<file path="src/rtl/pipelined_mux_arbiter.sv">
// pipelined_mux_arbiter
//   Selects one of NUM_IN valid/ready input channels into a single registered
//   output stage. Mode 0 picks the channel given by sel; mode 1 arbitrates
//   round-robin starting at an internal pointer. One beat per cycle throughput.
//
// Ports
//   clk        : clock, rising edge
//   rst_n      : asynchronous active-low reset
//   mode       : 0 = direct select, 1 = round-robin
//   sel        : channel index used in mode 0
//   in_valid   : per-channel valid
//   in_data    : channel k at [k*WIDTH +: WIDTH]
//   in_ready   : per-channel ready (only the selected/winning channel)
//   out_valid  : output register holds a beat
//   out_data   : registered selected data
//   out_src    : index of the channel that supplied out_data
//   out_ready  : downstream accepts the beat
//   xfer_count : number of completed output transfers (wraps)
module pipelined_mux_arbiter #(
  parameter int WIDTH  = 32,
  parameter int NUM_IN = 4
) (
  input  logic                      clk,
  input  logic                      rst_n,
  input  logic                      mode,
  input  logic [$clog2(NUM_IN)-1:0] sel,
  input  logic [NUM_IN-1:0]         in_valid,
  input  logic [NUM_IN*WIDTH-1:0]   in_data,
  output logic [NUM_IN-1:0]         in_ready,
  output logic                      out_valid,
  output logic [WIDTH-1:0]          out_data,
  output logic [$clog2(NUM_IN)-1:0] out_src,
  input  logic                      out_ready,
  output logic [31:0]               xfer_count
);

  localparam int SEL_W = $clog2(NUM_IN);

  if (NUM_IN < 2 || (NUM_IN & (NUM_IN - 1)) != 0) begin : g_bad_num_in
    $error("NUM_IN must be a power of two and at least 2");
  end

  logic [SEL_W-1:0] ptr_q,       ptr_d;
  logic             out_valid_q, out_valid_d;
  logic [WIDTH-1:0] out_data_q,  out_data_d;
  logic [SEL_W-1:0] out_src_q,   out_src_d;
  logic [31:0]      xfer_count_q, xfer_count_d;

  logic             load_en;
  logic             load;
  logic             found;
  logic [SEL_W-1:0] win;
  logic [SEL_W-1:0] idx;
  logic [SEL_W-1:0] sel_idx;
  logic             sel_vld;

  always_comb begin
    load_en = !out_valid_q || out_ready;

    // Round-robin search; index arithmetic wraps for free because NUM_IN
    // is a power of two and idx is exactly SEL_W bits wide.
    found = 1'b0;
    win   = '0;
    idx   = '0;
    for (int unsigned i = 0; i < NUM_IN; i++) begin
      idx = ptr_q + SEL_W'(i);
      if (!found && in_valid[idx]) begin
        found = 1'b1;
        win   = idx;
      end
    end

    if (mode) begin
      sel_idx = win;
      sel_vld = found;
    end else begin
      sel_idx = sel;
      sel_vld = in_valid[sel];
    end

    // Mode 0 advertises ready on sel even without valid; mode 1 only on a winner.
    in_ready = '0;
    if (rst_n && (!mode || found)) begin
      in_ready[sel_idx] = load_en;
    end

    load = rst_n && sel_vld && load_en;

    ptr_d        = ptr_q;
    out_valid_d  = out_valid_q;
    out_data_d   = out_data_q;
    out_src_d    = out_src_q;
    xfer_count_d = xfer_count_q;

    if (out_valid_q && out_ready) begin
      out_valid_d  = 1'b0;
      xfer_count_d = xfer_count_q + 32'd1;
    end

    if (load) begin
      out_valid_d = 1'b1;
      out_data_d  = in_data[int'(sel_idx)*WIDTH +: WIDTH];
      out_src_d   = sel_idx;
      if (mode) begin
        ptr_d = win + SEL_W'(1);
      end
    end
  end

  always_ff @(posedge clk or negedge rst_n) begin
    if (!rst_n) begin
      ptr_q        <= '0;
      out_valid_q  <= 1'b0;
      out_data_q   <= '0;
      out_src_q    <= '0;
      xfer_count_q <= '0;
    end else begin
      ptr_q        <= ptr_d;
      out_valid_q  <= out_valid_d;
      out_data_q   <= out_data_d;
      out_src_q    <= out_src_d;
      xfer_count_q <= xfer_count_d;
    end
  end

  assign out_valid  = out_valid_q;
  assign out_data   = out_data_q;
  assign out_src    = out_src_q;
  assign xfer_count = xfer_count_q;

endmodule

</file>
<file path="config.mk">
export PLATFORM = sky130hd
export DESIGN_NAME = pipelined_mux_arbiter
export DESIGN_NICKNAME = d
export VERILOG_FILES = /design/src/rtl/pipelined_mux_arbiter.sv
export SDC_FILE = /design/constraint.sdc
export NUM_CORES = 1
export LEC_CHECK = 0
export CORE_AREA = 2 2 117 147
export DETAILED_ROUTE_END_ITERATION = 8
export DIE_AREA = 0 0 119 149
export PLACE_DENSITY_LB_ADDON = 0.2
export SLEW_MARGIN = 25
export SYNTH_ARGS = -nofsm -noshare
export SYNTH_HDL_FRONTEND = slang
export SYNTH_SLANG_ARGS = --single-unit
export TNS_END_PERCENT = 30
</file>
<file path="constraint.sdc">
create_clock -name clk -period 4.1 [get_ports clk]
set_input_delay 0.615 -clock clk [delete_from_list [all_inputs] [get_ports clk]]
set_output_delay 0.615 -clock clk [all_outputs]
set_load 0.01 [all_outputs]
</file>
==> results of run 1 <==
==> layout by cell type, fill, tap and decap left out, types with 2 or more instances in the layout <==
cell type / synthesis / routed
sky130_fd_sc_hd__clkdlybuf4s50_1: 0 / 207
sky130_fd_sc_hd__dfrtp_1: 69 / 69
sky130_fd_sc_hd__mux2i_1: 64 / 64
sky130_fd_sc_hd__nand2_1: 62 / 62
sky130_fd_sc_hd__xnor2_1: 21 / 21
sky130_fd_sc_hd__o221ai_2: 20 / 20
sky130_fd_sc_hd__nor2_1: 15 / 15
sky130_fd_sc_hd__o221ai_1: 13 / 13
sky130_fd_sc_hd__xor2_1: 10 / 10
sky130_fd_sc_hd__nand4_1: 9 / 9
sky130_fd_sc_hd__clkbuf_16: 0 / 9
sky130_fd_sc_hd__nor2b_1: 7 / 7
sky130_fd_sc_hd__and3_1: 5 / 5
sky130_fd_sc_hd__nand3_1: 5 / 5
sky130_fd_sc_hd__inv_1: 4 / 4
sky130_fd_sc_hd__nor3_1: 4 / 4
sky130_fd_sc_hd__buf_4: 9 / 4
sky130_fd_sc_hd__nand2b_1: 3 / 3
sky130_fd_sc_hd__mux2_2: 3 / 3
sky130_fd_sc_hd__and2_1: 3 / 3
sky130_fd_sc_hd__bufinv_16: 0 / 3
sky130_fd_sc_hd__a211o_1: 2 / 2
sky130_fd_sc_hd__o21ai_0: 2 / 2
sky130_fd_sc_hd__nor4_2: 2 / 2
sky130_fd_sc_hd__nand3_2: 2 / 2
sky130_fd_sc_hd__and4_1: 2 / 2
sky130_fd_sc_hd__a21oi_1: 2 / 2
sky130_fd_sc_hd__o22ai_1: 2 / 2
sky130_fd_sc_hd__clkinv_4: 0 / 2
==> cells by family (layout without fill, tap and decap cells) <==
group                    Yosys count  after routing  share of synthesized area
AND/OR/NAND/NOR                  128            128                      0.165
multiplexers                      68             68                      0.173
adder cells (fa/ha/maj)            1              1                    0.00311
XOR/XNOR                          31             31                     0.0675
buffers and inverters             22            231                     0.0379
AO/OA/AOI/OAI                     45             45                      0.124
flip-flops                        69             69                      0.429
==> per-stage QoR <==
stage / worst slack, ns / hold slack [ns] / instances / area [sq um] / power, uW
floorplan: 1.67 / 0.319 / 364 / 4020 / 1460
CTS: 0.680 / 0.0848 / 793 / 6620 / 2950
finish: 0.619 / 0.107 / 793 / 6620 / 2890
detailed placement: 0.689 / 0.450 / 777 / 6270 / 2010
global route: 0.551 / 0.0924 / 793 / 6620 / 3070
global placement: 0.748 / 0.446 / 777 / 6270 / 1990
==> registers in the layout (all words and copies together), names as in the netlist <==
signal and cells:
out_data 32, xfer_count 32, out_src 2, ptr_q 2
out_valid 1
==> layout make-up <==
type	instances	area [sq um]
well taps	220	275
multi-input cells	273	2150
repair buffers	211	2100
fillers	1601	9890
inverters	4	15.0
clock inverters	5	108
flip-flops and latches	69	1730
clock buffers	11	243
==> worst max-delay path by stage <==
stage | startpoint | to | slack (ns) | cells after the start
finish | in_valid[1] | in_ready[3] | 0.62 | 7
global route | in_valid[1] | in_ready[3] | 0.55 | 7
CTS | in_valid[1] | in_ready[3] | 0.68 | 7
detailed placement | in_valid[1] | in_ready[3] | 0.69 | 7
global placement | in_valid[1] | in_ready[3] | 0.75 | 7
floorplan | in_valid[1] | in_ready[3] | 1.67 | 7
==> metal layers <==
layer | wire length [microns] | up-vias | global-route usage
li1 | - | 1740 | -
met1 | 5190 | 1757 | 0.167
met2 | 6510 | 149 | 0.252
met3 | 910 | 19 | 0.0451
met4 | 257 | 0 | 0.0506
met5 | 0 | - | 0
==> power by group through the flow <==
stage	combinational (uW)	clock, uW	sequential [uW]
final	1050	910	937
after global routing	1130	979	959
after CTS	1060	950	936
after detailed placement	1060	0	943
after global placement	1050	0	935
after floorplan	461	0	998
==> metrics.txt, run 1 <==
buffering stage count on the worst path with inverters included 2; first-pass GRT wire length 20.2 mm; Worst Reg2Reg Path Length in Cells 6; initial cell density of the core 0.244; starting DRC count in detailed routing 291; Vias per Instance 4.62; number of antenna violations at the first check in global routing 0; overall routing resource usage 0.145; HPWL after detailed placement 9.52 mm; Reg-to-Reg Start ptr_q[0]; reported net switching power roughly 870 uW; combinational fraction of design power 0.362; sequence of cells on the critical path clkdlybuf4s50_1 > nor2b_1 > nor4_2 > nor3_4 > nand2b_1 > nor2b_1 > clkdlybuf4s50_1; Reg2Reg Setup Slack 1.67 ns; yosys warns 0; most frequently used cell type in the post-synthesis netlist sky130_fd_sc_hd__dfrtp_1; post-synthesis to final-layout area growth 64.5%; EDFF count, synth 0; DIE HEIGHT roughly 150 microns; largest incremental delay on the critical path 0.67 ns; register share of total power 0.324; Post-route DRC 0; Placement Rows 53; ys async rst share 1.00; Int Power 2030 uW; required time at the endpoint of the critical path 3.48 ns; Final Setup Violations 0; Clock Tree Buf Depth 2; clock tree from TritonCTS done; crit end category primary output; Worst Path Max Fanout 10; Avg Synthesized Cell Area 11.1 sq um; library cell with the largest summed area after synthesis sky130_fd_sc_hd__dfrtp_1; kind of cell with the highest combined delay on the critical path buffers and inverters; Die W 119 microns; diodes inserted 0; count of H-tree levels built during CTS 3; synth cell count leaders sky130_fd_sc_hd__dfrtp_1, sky130_fd_sc_hd__mux2i_1, sky130_fd_sc_hd__nand2_1, sky130_fd_sc_hd__xnor2_1, sky130_fd_sc_hd__o221ai_2; Clk Latency, worst-skew pair 0.33 ns; root buffer cell sky130_fd_sc_hd__clkbuf_16; Final Core Density 0.401; post-detailed-routing wire length 12.9 mm; clock buffers created by TritonCTS 9; clock tree skew after final layout 0.00733 ns; Std-Cell Core Area 16500 sq um; max-capacitance violation count 0; run status completed; number of routed nets with antenna violations 0; DIE AREA 17700 sq um; post-synthesis sequential area ratio 0.429; quantity of hold-fixing buffers added after cts 0; startpoint types primary input; overflow left after global routing 0; Clock Pin Slew Worst Setup and Hold Paths 0.06 ns; number of pins exceeding their max-slew limit in the final report 0; Max Clock Freq 287 MHz; max-slew headroom at the worst pin 0.406; average wire per standard cell 16.2 microns; most used flip-flop cell after synthesis sky130_fd_sc_hd__dfrtp_1; P per Cell Area around 440 nW/um^2; post-CTS sizing 0; final worst path period share 0.849; IR Drop Worst-Case VDD 0.172 mV; destination of the worst register-to-register timing path out_data[17]; share of final-layout standard cells stronger than drive strength 1 0.0925; share of the synthesized area in the top cell type 0.429; flops & latches, synth 69; number of I/O pins 209; post-synthesis net count 503; vias post-DR about 3700; type of the worst setup path in2out; total leakage power 0.00283 uW; Max stage delay cell, worst path sky130_fd_sc_hd__clkdlybuf4s50_1; Post-layout nets 707; Hold/Removal Path Class in2async; final weighted congestion of routability-driven global placement 0.846; number of iterations in the first detailed-routing pass 4; mapped cell area 4020 sq um; leading cell types by total area after synthesis sky130_fd_sc_hd__dfrtp_1, sky130_fd_sc_hd__mux2i_1, sky130_fd_sc_hd__o221ai_2; RSZ-0062 raised after global routing false; clock sink count about 70; I/O Buffers 208; setup TNS 0 ns; switching part of the total 0.300; final hold violations 0; pin count of the biggest net entering global routing 67; relative contribution of the clock network to total power 0.314; count of cell types in the netlist 44; vias in the first global route 3917; clock period minus worst slack 3.48 ns; number of setup buffers added after CTS 0; Worst Tran Pin Value roughly 0.89 ns; data arrival time of the worst path between 2 and 3 ns; post-synthesis instance total 364
Note: power is estimated with default switching activity, not from simulation.
==> run 2: changes to the inputs <==
clock period = 2.83 ns   (was 4.1 ns; I/O delays follow)
==> run 2 against run 1 <==
Against the previous run:
- sequential share of layout area shrank 0.41 points
- clock power grew 16%
- die area is the same
- first-iteration DRC count shrank 19%
- register-to-register slack lost 1.0 ns
- combinational power grew 49%
- sequential power grew 45%
- clock skew shrank 0.0039 ns
- clock-buffer cell count shrank 1
- design area grew 1.6%
- largest power group unchanged
- highest routed layer unchanged
==> metrics.txt, run 2 (synthesized netlist as in run 1, its figures left out) <==
leading cell type in the layout, fill and taps excluded sky130_fd_sc_hd__clkdlybuf4s50_1; max-capacitance violation count 0; final worst path period share 0.956; post-synthesis to final-layout area growth 67.2%; final hold violations 0; required time at the endpoint of the critical path 2.41 ns; Worst Tran Pin Value 0.722 ns; Post-route DRC 0; crit end category primary output; first-pass GRT wire length 20.6 mm; pin count of the biggest net entering global routing 56; starting DRC count in detailed routing 235; setup TNS 0 ns; Vias per Instance about 4.5; number of routed nets with antenna violations 0; average wire per standard cell around 16 microns; Max Clock Freq 370 MHz; Final Setup Violations 0; overall routing resource usage 0.149; number of iterations in the first detailed-routing pass 4; met1 GRT Util 0.168; initial cell density of the core 0.244; Layout fillers 1586; Final Core Density 0.407; P per Cell Area about 590 nW/um^2; number of pins exceeding their max-slew limit in the final report 0; root buffer cell sky130_fd_sc_hd__clkbuf_16; final weighted congestion of routability-driven global placement 0.846; number of standard cells in the layout, taps in and fillers out 809; Clk Latency, worst-skew pair between 0.3 and 0.4 ns; clock tree skew after final layout 0.00341 ns; vias post-DR 3675; Setup WS pre-CTS -0.0598 ns; count of H-tree levels built during CTS 3; commonest cells after routing, fill and taps aside sky130_fd_sc_hd__clkdlybuf4s50_1, sky130_fd_sc_hd__dfrtp_1, sky130_fd_sc_hd__mux2i_1; DIE HEIGHT 149 microns; register share of total power 0.342; Hold/Removal Path Class in2async; Std-Cell Core Area 16500 sq um; clock period minus worst slack roughly 2.7 ns; DIE AREA 17700 sq um; Total Power Consumption 3970 uW; worst path setup slack after routing about 0.12 ns; max-slew headroom at the worst pin 0.519; Clock Tree Buf Depth 2; I/O Buffers 208; number of setup buffers added after CTS 0; clock sink count 69; relative contribution of the clock network to total power 0.266; cell total after placement 791; number of I/O pins 209; clock buffers created by TritonCTS 9; switching part of the total 0.324; Worst Path Max Fanout 8; run status completed; post-detailed-routing wire length about 13 mm; clock tree from TritonCTS done; GR Layer Usage met3 0.0505; Die W roughly 120 microns; combinational fraction of design power 0.392; data arrival time of the worst path 2.28 ns; Clock Pin Slew Worst Setup and Hold Paths 0.06 ns; Placement Rows 53; number of antenna violations at the first check in global routing 1; reported net switching power approximately 1300 uW; total leakage power slightly below 0.003 uW; Int Power 2680 uW; vias in the first global route just under 4000; Global Route met2 Usage 0.255; type of the worst setup path in2out; startpoint types primary input; global routing's busiest layer met2; Post-layout nets 722; HPWL after detailed placement about 10 mm; overflow left after global routing 0; RSZ-0062 raised after global routing false; share of final-layout standard cells stronger than drive strength 1 0.121; IR Drop Worst-Case VDD 0.294 mV
==> run 2: final timing paths <==
kind,start,endpoint,slack (ns),cells past startpoint
max in group asynchronous,rst_n,out_data[22],1.66,2
min in group clk,rst_n,out_valid,0.40,3
max,in_valid[1],in_ready[2],0.12,7
max reg2reg,ptr_q[0],out_data[0],0.65,8
min reg2reg,xfer_count[31],xfer_count[31],0.47,1
min,rst_n,out_valid,0.32,2
==> run 2: area by class of cell <==
type,instances,area (sq um),area share
inverters,4,15.0,0.00223
clock buffers,10,229,0.0340
multi-input cells,273,2170,0.322
flip-flops and latches,69,1730,0.257
clock inverters,6,48.8,0.00726
well taps,220,275,0.0409
repair buffers,226,2260,0.336
diodes,1,2.50,0.000372
==> run 2: what timing repair did <==
action / 4_1_cts / 5_1_grt
endpoints found under the setup margin: 4 / 3
pin swaps: 1 / 0
gates resized for setup: 3 / 7
endpoints found under the hold margin: 14 / 0
hold buffers: 1 / 0
==> run 2: worst max-delay path: stages <==
cell	delay, ns
sky130_fd_sc_hd__clkdlybuf4s50_1	0.46
sky130_fd_sc_hd__buf_4	0.19
sky130_fd_sc_hd__or4_4	0.53
sky130_fd_sc_hd__nor2_1	0.12
sky130_fd_sc_hd__nor2_1	0.08
sky130_fd_sc_hd__and3_1	0.19
sky130_fd_sc_hd__dlygate4sd2_1	0.28
==> run 2: per-stage QoR <==
step                      area, sq um  hold slack [ns]
after global routing             6720            0.407
after detailed placement         6410            0.326
after global placement           6410            0.324
after floorplan                  4020            0.129
final                            6730            0.324
after CTS                        6700            0.377
==> run 2: power groups by stage <==
stage	Combinational (uW)	Clock, uW	Sequential, uW
2_1_floorplan	668	0	1450
3_3_place_gp	1560	0	1360
3_5_place_dp	1580	0	1370
4_1_cts	1580	1100	1360
5_1_grt	1690	1150	1390
6_report	1560	1060	1360
==> run 2: metal layers <==
metal	share of wire	vias up
met5	0	-
met4	0.035	0
li1	-	1783
met2	0.50	137
met1	0.39	1727
met3	0.072	28
==> run 3: changes to the inputs <==
CTS_CLUSTER_SIZE = 24   (was default)
GPL_ROUTABILITY_DRIVEN = 0   (was default)
SLEW_MARGIN = 5   (was 25)
==> results of run 3 <==
No change in the layout: final DEF, timing and power equal those of run 2.
